===== src/rtl/run_detect_ctrl.sv =====
// run_detect_ctrl: configurable windowed run detector
// with config validation and start/done handshake.
module run_detect_ctrl #(
   parameter int LEN_W = 4,
   parameter int WIN_W = 8,
   parameter int CNT_W = 8
) (
   input  logic             clk,
   input  logic             rst,
   input  logic             cfg_valid,
   output logic             cfg_ready,
   input  logic [LEN_W-1:0] cfg_len,
   input  logic [1:0]       cfg_mode,
   input  logic [WIN_W-1:0] cfg_win,
   input  logic             start,
   input  logic             abort,
   input  logic             x,
   input  logic             x_valid,
   output logic             busy,
   output logic             y,
   output logic             done,
   output logic [CNT_W-1:0] hit_cnt,
   output logic             cfg_err
);

   typedef enum logic [1:0] {
      ST_ARMED = 2'd0,
      ST_RUN   = 2'd1,
      ST_DONE  = 2'd2
   } state_t;

   state_t           state_q, state_d;
   logic [LEN_W-1:0] len_q, len_d;
   logic [1:0]       mode_q, mode_d;
   logic [WIN_W-1:0] win_q, win_d;
   logic [LEN_W-1:0] run_len_q, run_len_d;
   logic             last_bit_q, last_bit_d;
   logic [WIN_W:0]   bit_cnt_q, bit_cnt_d;
   logic [CNT_W-1:0] hit_cnt_q, hit_cnt_d;
   logic             y_q, y_d;
   logic             done_q, done_d;
   logic             cfg_err_q, cfg_err_d;
   logic             busy_q, busy_d;
   logic             cfg_ready_q, cfg_ready_d;

   logic             cfg_ok;
   logic [LEN_W-1:0] run_nxt;
   logic             pol_ok;
   logic             hit;
   logic [WIN_W:0]   win_tgt;
   logic [WIN_W:0]   bit_inc;

   // A window of 0 stands for the full 2^WIN_W samples.
   assign cfg_ok  = (cfg_len >= LEN_W'(2)) && (cfg_mode != 2'b00);
   assign win_tgt = (win_q == '0) ? {1'b1, {WIN_W{1'b0}}}
                                  : {1'b0, win_q};
   assign bit_inc = bit_cnt_q + (WIN_W+1)'(1);

   // Evaluate the current sample: run length saturates at len.
   always_comb begin
      run_nxt = LEN_W'(1);
      if ((run_len_q != '0) && (x == last_bit_q)) begin
         if (run_len_q >= len_q) begin
            run_nxt = len_q;
         end else begin
            run_nxt = run_len_q + LEN_W'(1);
         end
      end
      pol_ok = x ? mode_q[0] : mode_q[1];
      hit    = (run_nxt == len_q) && pol_ok;
   end

   // Next-state, config latch and counter updates.
   always_comb begin
      state_d    = state_q;
      len_d      = len_q;
      mode_d     = mode_q;
      win_d      = win_q;
      run_len_d  = run_len_q;
      last_bit_d = last_bit_q;
      bit_cnt_d  = bit_cnt_q;
      hit_cnt_d  = hit_cnt_q;
      y_d        = 1'b0;
      cfg_err_d  = 1'b0;
      unique case (state_q)
         ST_ARMED: begin
            if (cfg_valid) begin
               if (cfg_ok) begin
                  len_d  = cfg_len;
                  mode_d = cfg_mode;
                  win_d  = cfg_win;
               end else begin
                  cfg_err_d = 1'b1;
               end
            end
            if (start) begin
               state_d   = ST_RUN;
               hit_cnt_d = '0;
               run_len_d = '0;
               bit_cnt_d = '0;
            end
         end
         ST_RUN: begin
            if (x_valid) begin
               run_len_d  = run_nxt;
               last_bit_d = x;
               y_d        = hit;
               bit_cnt_d  = bit_inc;
               if (hit && (hit_cnt_q != {CNT_W{1'b1}})) begin
                  hit_cnt_d = hit_cnt_q + CNT_W'(1);
               end
               if (bit_inc == win_tgt) begin
                  state_d = ST_DONE;
               end
            end
            // Abort beats a coincident last sample.
            if (abort) begin
               state_d = ST_ARMED;
            end
         end
         ST_DONE: begin
            state_d = ST_ARMED;
         end
         default: begin
            state_d = ST_ARMED;
         end
      endcase
      busy_d      = (state_d == ST_RUN);
      cfg_ready_d = (state_d == ST_ARMED);
      done_d      = (state_d == ST_DONE);
   end

   // State and registered outputs, synchronous reset.
   always_ff @(posedge clk) begin
      if (rst) begin
         state_q     <= ST_ARMED;
         len_q       <= LEN_W'(3);
         mode_q      <= 2'b11;
         win_q       <= '0;
         run_len_q   <= '0;
         last_bit_q  <= 1'b0;
         bit_cnt_q   <= '0;
         hit_cnt_q   <= '0;
         y_q         <= 1'b0;
         done_q      <= 1'b0;
         cfg_err_q   <= 1'b0;
         busy_q      <= 1'b0;
         cfg_ready_q <= 1'b1;
      end else begin
         state_q     <= state_d;
         len_q       <= len_d;
         mode_q      <= mode_d;
         win_q       <= win_d;
         run_len_q   <= run_len_d;
         last_bit_q  <= last_bit_d;
         bit_cnt_q   <= bit_cnt_d;
         hit_cnt_q   <= hit_cnt_d;
         y_q         <= y_d;
         done_q      <= done_d;
         cfg_err_q   <= cfg_err_d;
         busy_q      <= busy_d;
         cfg_ready_q <= cfg_ready_d;
      end
   end

   assign cfg_ready = cfg_ready_q;
   assign busy      = busy_q;
   assign y         = y_q;
   assign done      = done_q;
   assign hit_cnt   = hit_cnt_q;
   assign cfg_err   = cfg_err_q;

endmodule


===== config.mk =====
export PLATFORM = sky130hd
export DESIGN_NAME = run_detect_ctrl
export DESIGN_NICKNAME = d
export VERILOG_FILES = /design/src/rtl/run_detect_ctrl.sv
export SDC_FILE = /design/constraint.sdc
export NUM_CORES = 1
export LEC_CHECK = 0
export BUFFER_PORTS_ARGS = -buffer_cell sky130_fd_sc_hd__buf_2
export CORE_MARGIN = 1.5
export CORE_UTILIZATION = 45
export DETAILED_ROUTE_END_ITERATION = 12
export PLACE_DENSITY_LB_ADDON = 0.2
export SLEW_MARGIN = 40
export SYNTH_ARGS = -nofsm -noshare
export SYNTH_HDL_FRONTEND = slang
export SYNTH_SLANG_ARGS = --single-unit

===== constraint.sdc =====
create_clock -name clk -period 3 [get_ports clk]
set_clock_uncertainty 0.2 [all_clocks]
set_input_delay 0.3 -clock clk [delete_from_list [all_inputs] [get_ports clk]]
set_output_delay 0.3 -clock clk [all_outputs]
set_load 0.03 [all_outputs]

==> results of run 1 <==
## layout by cell type, fill, tap and decap left out, types with 2 or more instances in the layout
cell,synthesis,final
sky130_fd_sc_hd__a211o_1,2,2
sky130_fd_sc_hd__ha_1,8,8
sky130_fd_sc_hd__buf_4,0,4
sky130_fd_sc_hd__o211ai_1,4,4
sky130_fd_sc_hd__o32a_1,2,2
sky130_fd_sc_hd__xnor2_1,8,8
sky130_fd_sc_hd__dfxtp_1,43,43
sky130_fd_sc_hd__o311ai_0,2,2
sky130_fd_sc_hd__nor2b_1,3,3
sky130_fd_sc_hd__nor2_1,23,23
sky130_fd_sc_hd__and3_1,4,4
sky130_fd_sc_hd__a21o_1,5,5
sky130_fd_sc_hd__nand4_1,5,5
sky130_fd_sc_hd__a21oi_1,26,26
sky130_fd_sc_hd__or2_2,2,2
sky130_fd_sc_hd__nand3b_1,4,4
sky130_fd_sc_hd__xor2_1,7,7
sky130_fd_sc_hd__nand2_1,52,52
sky130_fd_sc_hd__or4_1,3,3
sky130_fd_sc_hd__nand3_1,14,14
sky130_fd_sc_hd__clkbuf_8,0,5
sky130_fd_sc_hd__o31ai_1,2,2
sky130_fd_sc_hd__buf_2,1,33
sky130_fd_sc_hd__nand2b_1,5,5
sky130_fd_sc_hd__inv_1,9,9
sky130_fd_sc_hd__nor4_1,8,8
sky130_fd_sc_hd__o21ai_0,23,23
sky130_fd_sc_hd__mux2i_1,2,2
sky130_fd_sc_hd__nor3_1,14,14
## final cells by class
class / instances / area, um2 / share of cell area
Multi-Input combinational cell: 245 / 1450 / 0.531
Sequential cell: 43 / 861 / 0.315
Timing Repair Buffer: 37 / 195 / 0.0715
Tap cell: 70 / 87.6 / 0.0321
Clock buffer: 6 / 72.6 / 0.0266
Inverter: 9 / 33.8 / 0.0124
Clock inverter: 1 / 30.0 / 0.0110
## final timing paths
check	startpoint	endpoint	slack, ns	depth (start not counted)
worst max register to register	run_len_q[0]$_SDFFE_PP0P_	hit_cnt[0]$_SDFFE_PP0P_	0.34	7
worst min register to register	bit_cnt_q[8]$_SDFFE_PP0P_	bit_cnt_q[8]$_SDFFE_PP0P_	0.27	1
worst max-delay path	run_len_q[0]$_SDFFE_PP0P_	hit_cnt[0]$_SDFFE_PP0P_	0.34	7
worst min-delay path	cfg_len[1]	len_q[1]$_SDFFE_PP1P_	0.03	2
## cells by family (layout without fill, tap and decap cells)
logic type,Yosys count,after routing,synth area share
AO/OA/AOI/OAI,74,74,0.188
multiplexers,2,2,0.00838
flip-flops,43,43,0.360
XOR/XNOR,16,16,0.0649
AND/OR/NAND/NOR,145,145,0.303
adder cells (fa/ha/maj),8,8,0.0419
buffers and inverters,21,53,0.0335
## metal layers
metal / up-vias / part of all wire
met5: - / 0
met2: 63 / 0.44
met4: 0 / 0.028
li1: 1172 / -
met3: 22 / 0.045
met1: 1047 / 0.48
## stage by stage
step	instance area [um2]	hold WS [ns]	instances	util	worst slack (ns)
global route	2730	0.0256	411	0.534	0.0371
floorplan	2390	0.218	309	-	0.708
finish	2730	0.0266	411	0.534	0.337
CTS	2730	0.0215	411	0.534	0.368
global placement	2630	0.245	404	0.514	0.504
detailed placement	2630	0.255	404	0.514	0.407
## report_power, final
part	internal [mW]	total [mW]	switching (mW)
Combinational	0.0605	0.159	0.0984
Sequential	0.588	0.608	0.0199
Clock	0.244	0.445	0.200
## state kept, by name (all words and copies together) (netlist names)
signal / count
bit_cnt_q: 9
busy: 1
cfg_err: 1
cfg_ready: 1
done: 1
hit_cnt: 8
last_bit_q: 1
len_q: 4
mode_q: 2
run_len_q: 4
state_q: 2
win_q: 8
y: 1
==> results.txt, run 1 <==
----------------------------------------------------
[Run status]
  Outcome ... complete, no violations

[Setup path]
  Max FO, Critical Path ... 8
  Cells along the critical path ... inv_1, ha_1, a21oi_1, o221ai_1, or3_1, o21ai_0, o311ai_0
  Arrival time worst endpoint ... about 2.6 ns
  Critical path buffer and inverter count ... 1
  Slowest stage delay, CP ... between 0.4 and 0.5 ns
  Critical path capture point type ... flop
  Top Family by Delay on Critical Path ... compound AO/OA/AOI/OAI gates
  CP Class ... flop to flop
  Worst setup SP type ... flop
  Critical-path cell with the highest stage delay ... sky130_fd_sc_hd__dfxtp_1
  Worst Path Required ... between 2 and 3 ns

[Clocking]
  Clock Latency Late Sink ... ~0.29 ns
  Buffer levels on the longest clock path ... 2
  Level count of the clock H-tree ... 2
  Root buffer cell ... sky130_fd_sc_hd__clkbuf_8
  Number of hold buffers added after CTS ... 0
  Count of buffers added by post-CTS timing repair for setup ... 0
  Sinks on Clock Net ... 43
  Number of buffers inserted during clock tree synthesis ... 5
  Clock Pin Slew Worst Setup and Hold Paths ... 0.08 ns
  Number of cells upsized or downsized after cts ... 0
  TritonCTS clock tree ... done

[Finish]
  Inserted Diodes ... 0
  Number of nets in the final layout ... 370
  Fraction of layout cells with a size suffix above 1 ... 0.144
  # fillers ... 504
  Area grow syn2layout ... 14.2%

[Min path]
  Min-delay worst type ... input port to flop

[Global route]
  Total gr overflow ... 0
  Number of global-route vias before repair ... approximately 2.1k
  Total GRT Usage ... 0.212
  Global-route wire length before repair ... approximately 9.3 mm
  Met2 track utilization from global routing ... 0.334
  GR Util met3 ... 0.0410
  Met1 usage ... 0.281
  Number of antenna violations at the first check in global routing ... 0
  Most used routing layer ... met2
  Largest net degree at the start of global routing ... 32

[Yosys]
  Number of library cell types mapped by synthesis ... 46
  Sequential cell area fraction in the yosys report ... 0.360
  Post-synthesis cell count ... approximately 310
  Cell with the most instances after synthesis ... sky130_fd_sc_hd__nand2_1
  Post-synth net total ... roughly 340
  Number of enable-type register cells in the synthesized netlist ... 0
  Async S/R FF share, synth ... 0
  Most numerous cell types in the synthesized netlist ... 52 x sky130_fd_sc_hd__nand2_1, 43 x sky130_fd_sc_hd__dfxtp_1, 26 x sky130_fd_sc_hd__a21oi_1, 23 x sky130_fd_sc_hd__nor2_1, 23 x sky130_fd_sc_hd__o21ai_0
  Mapped Area ... between 2000 and 2500 um2
  Synth Register Bits ... 43
  Top cells by area in the synthesized netlist ... sky130_fd_sc_hd__dfxtp_1 36%, sky130_fd_sc_hd__nand2_1 8.2%, sky130_fd_sc_hd__a21oi_1 5.4%
  Synthesized area divided by synthesized cell count ... approximately 7.7 um2
  Area fraction of the dominant cell type after synthesis ... 0.360
  Post-synth top area cell ... sky130_fd_sc_hd__dfxtp_1
  Count of synthesis-stage warnings from yosys ... 0
  Predominant post-synthesis flop cell ... sky130_fd_sc_hd__dfxtp_1

[Placement]
  Weighted congestion reported at the end of routability-driven placement ... about 0.91
  Number of port buffers ... 33
  HPWL after detailed placement ... about 4 mm

[Die]
  Row count ... 26
  Number of top-level pins ... 34
  Width of the die ... roughly 76 um
  Area enclosed by the die boundary ... 5760 um2
  Die height ... 75.9 um
  Core area ... between 5000 and 6000 um2
  Initial core utilization ... 0.468

[Drt]
  Iteration-0 DRC count of the detailed router ... 91
  DRT Wirelength ... 5.66 mm
  DR vias/cell ... about 5.6
  Routed via count ... 2304
  Length of the first detailed-routing pass in iterations ... 4
  Number of remaining DRC errors ... 0
  Count of antenna-violating nets left after detailed routing ... 0
  Wirelength per Cell ... approximately 14 um

[STA]
  F_max ... ~0.38 GHz
  Time the final worst path needs with I/O delays and setup ... between 2 and 3 ns
  Number of failing hold endpoints at the final stage ... 0
  Worst slew margin relative to its limit ... 0.543
  Final setup violation count ... 0
  Number of pins with negative max-slew slack in the final report ... 0
  Pin slew with the least headroom to its limit ... 0.683 ns
  Unrepaired setup endpoints after global routing ... no
  Final Cycle Share ... 0.888
  Sum of negative setup slack ... 0 ns

[Job]
  Max-cap violations ... 0

[Power]
  Power density over the cells ... roughly 440 nW/um2
  Worst VDD drop ... 0.000346 V
  Leak pwr ... between 1 and 1.5 nW
  Total design power ... roughly 1.2 mW

----------------------------------------------------
Power figures use the tool's default switching activity.
==> run 2, diff against run 1 <==
--- a/config.mk
+++ b/config.mk
@@ -10,6 +10,7 @@
 export CORE_UTILIZATION = 45
 export DETAILED_ROUTE_END_ITERATION = 12
 export PLACE_DENSITY_LB_ADDON = 0.2
+export REMOVE_ABC_BUFFERS = 1
 export SLEW_MARGIN = 40
 export SYNTH_ARGS = -nofsm -noshare
 export SYNTH_HDL_FRONTEND = slang
==> run 2 against run 1 <==
Combinational power down 3%. First-iteration DRC count up 59%. Largest power group unchanged. Critical path depth unchanged. Largest cell class unchanged. Highest routed layer unchanged.
==> results.txt, run 2 (synthesis gave the netlist of run 1 again) <==
----------------------------------------------------
[Finish]
  # fillers ... just over 500
  Number of nets in the final layout ... ~370
  Most frequent cells in the layout ... 52 x sky130_fd_sc_hd__nand2_1, 43 x sky130_fd_sc_hd__dfxtp_1, 33 x sky130_fd_sc_hd__buf_2
  Commonest non-fill, non-tap cell in the layout ... sky130_fd_sc_hd__nand2_1
  Register bank with the most flops ... bit_cnt_q
  Max reg flops ... 9
  Post-route insts no fill ... 410
  Fraction of layout cells with a size suffix above 1 ... 0.147
  Area grow syn2layout ... 14.3%
  Final Instance Area ... about 2700 um2
  Inserted Diodes ... 0

[STA]
  Unrepaired setup endpoints after global routing ... no
  Number of failing hold endpoints at the final stage ... 0
  F_max ... ~0.38 GHz
  Sum of negative setup slack ... 0 ns
  Final Cycle Share ... 0.870
  Time the final worst path needs with I/O delays and setup ... 2.61 ns
  Worst setup slack after layout ... approximately 0.4 ns
  Number of pins with negative max-slew slack in the final report ... 0
  Final setup violation count ... 0
  Pin slew with the least headroom to its limit ... between 0.8 and 0.9 ns
  Worst slew margin relative to its limit ... 0.429

[Clocking]
  Sinks on Clock Net ... 43
  TritonCTS clock tree ... done
  Number of buffers inserted during clock tree synthesis ... 5
  Level count of the clock H-tree ... 2
  Clock Pin Slew Worst Setup and Hold Paths ... 0.08 ns
  Number of cells upsized or downsized after cts ... 0
  Root buffer cell ... sky130_fd_sc_hd__clkbuf_8
  Clock Latency Late Sink ... slightly below 0.3 ns
  Buffer levels on the longest clock path ... 2
  Count of buffers added by post-CTS timing repair for setup ... 0
  Number of hold buffers added after CTS ... 0

[Setup path]
  Path depth of the worst reg2reg path ... 7
  Arrival time worst endpoint ... roughly 2.6 ns
  Reg2Reg Capture Point ... hit_cnt[6]$_SDFFE_PP0P_
  Critical path capture point type ... flop
  Max FO, Critical Path ... 8
  FF-to-FF setup slack ... a little under 0.4 ns
  Reg-to-reg critical path startpoint ... run_len_q[0]$_SDFFE_PP0P_
  CP Class ... flop to flop
  Worst setup SP type ... flop
  Worst Path Required ... between 2 and 3 ns

[Power]
  Leak pwr ... between 1 and 1.5 nW
  Power density over the cells ... about 450 nW/um2
  Worst VDD drop ... 0.000334 V

[Die]
  Width of the die ... between 70 and 80 um
  Number of top-level pins ... 34
  Core area ... a little over 5000 um2
  Initial core utilization ... 0.468
  Die height ... between 70 and 80 um
  Area enclosed by the die boundary ... around 5800 um2
  Row count ... 26

[Placement]
  Minimum setup slack after placement ... between 0.4 and 0.5 ns
  HPWL after detailed placement ... around 3.9 mm
  Number of port buffers ... 33
  Cell area reported after detailed placement ... between 2000 and 3000 um2
  Weighted congestion reported at the end of routability-driven placement ... 0.854
  Cell count after placement ... around 400

[Global route]
  Met1 usage ... 0.279
  Met2 track utilization from global routing ... 0.316
  Total gr overflow ... 0
  Total GRT Usage ... 0.204
  Most used routing layer ... met2
  Global-route wire length before repair ... slightly below 9 mm
  Number of antenna violations at the first check in global routing ... 0
  Largest net degree at the start of global routing ... 32
  Number of global-route vias before repair ... 1919
  GR Util met3 ... 0.0397

[Min path]
  Number of stages on the worst hold path ... 3
  Min-delay worst type ... input port to flop
  Terminating pin of the worst hold path ... len_q[0]$_SDFFE_PP1P_
  Min-Delay Startpoint ... cfg_len[0]

[Drt]
  Routed via count ... between 2k and 2.5k
  DRT Wirelength ... ~5.4 mm
  Number of remaining DRC errors ... 0
  Iteration-0 DRC count of the detailed router ... roughly 150
  Length of the first detailed-routing pass in iterations ... 4
  Wirelength per Cell ... around 13 um
  DR vias/cell ... 5.46
  Count of antenna-violating nets left after detailed routing ... 0

[Job]
  Max-cap violations ... 0

[Run status]
  Outcome ... complete, no violations

----------------------------------------------------
==> run 2: changes by cell type in the layout (fill, tap and decap cells not counted), sizes merged <==
cell | previous run | this run
clkinv | 0 | 1
buf | 37 | 35
==> run 2: layer usage <==
layer / part of all wire / vias up
met5: 0 / -
met4: 0.014 / 0
met3: 0.023 / 6
met2: 0.47 / 27
met1: 0.50 / 1040
li1: - / 1165
==> run 2: where the power goes <==
group	internal (mW)	switching, mW	leakage (nW)
logic	0.0581	0.0962	0.689
registers	0.589	0.0191	0.350
clock network	0.270	0.198	0.0612
==> run 2: area by class of cell <==
class | instances | area (um2) | area share
clock buffers | 6 | 82.6 | 0.0302
clock inverters | 2 | 35.0 | 0.0128
inverters | 9 | 33.8 | 0.0124
multi-input cells | 245 | 1450 | 0.532
flip-flops and latches | 43 | 861 | 0.315
well taps | 70 | 87.6 | 0.0321
repair buffers | 35 | 180 | 0.0659
==> run 2: per-stage QoR <==
step                hold slack (ns)   util  power [mW]
finish                       0.0216  0.535        1.23
global route                 0.0267  0.535        1.28
CTS                          0.0176  0.534        1.24
detailed placement            0.266  0.511       0.774
global placement              0.261  0.511       0.772
floorplan                     0.169      -       0.719
==> run 2: worst max path at each step <==
stage                              startpoint                       to  slack, ns  depth (start not counted)
floorplan           bit_cnt_q[0]$_SDFFE_PP0P_          done$_SDFF_PP0_       0.71                          7
global placement    bit_cnt_q[0]$_SDFFE_PP0P_          done$_SDFF_PP0_       0.48                          7
detailed placement  run_len_q[0]$_SDFFE_PP0P_  hit_cnt[0]$_SDFFE_PP0P_       0.46                          7
CTS                 run_len_q[0]$_SDFFE_PP0P_  hit_cnt[0]$_SDFFE_PP0P_       0.43                          7
global route        run_len_q[0]$_SDFFE_PP0P_  hit_cnt[0]$_SDFFE_PP0P_       0.14                          7
finish              run_len_q[0]$_SDFFE_PP0P_  hit_cnt[6]$_SDFFE_PP0P_       0.39                          7
==> run 2: worst max-delay path, stage by stage (launching register included) <==
cell                       delay, ns
sky130_fd_sc_hd__dfxtp_1        0.45
sky130_fd_sc_hd__inv_1          0.11
sky130_fd_sc_hd__ha_1           0.22
sky130_fd_sc_hd__a21oi_1        0.25
sky130_fd_sc_hd__o221ai_1       0.25
sky130_fd_sc_hd__or3_1          0.44
sky130_fd_sc_hd__o21ai_0        0.39
sky130_fd_sc_hd__o21ai_0        0.17
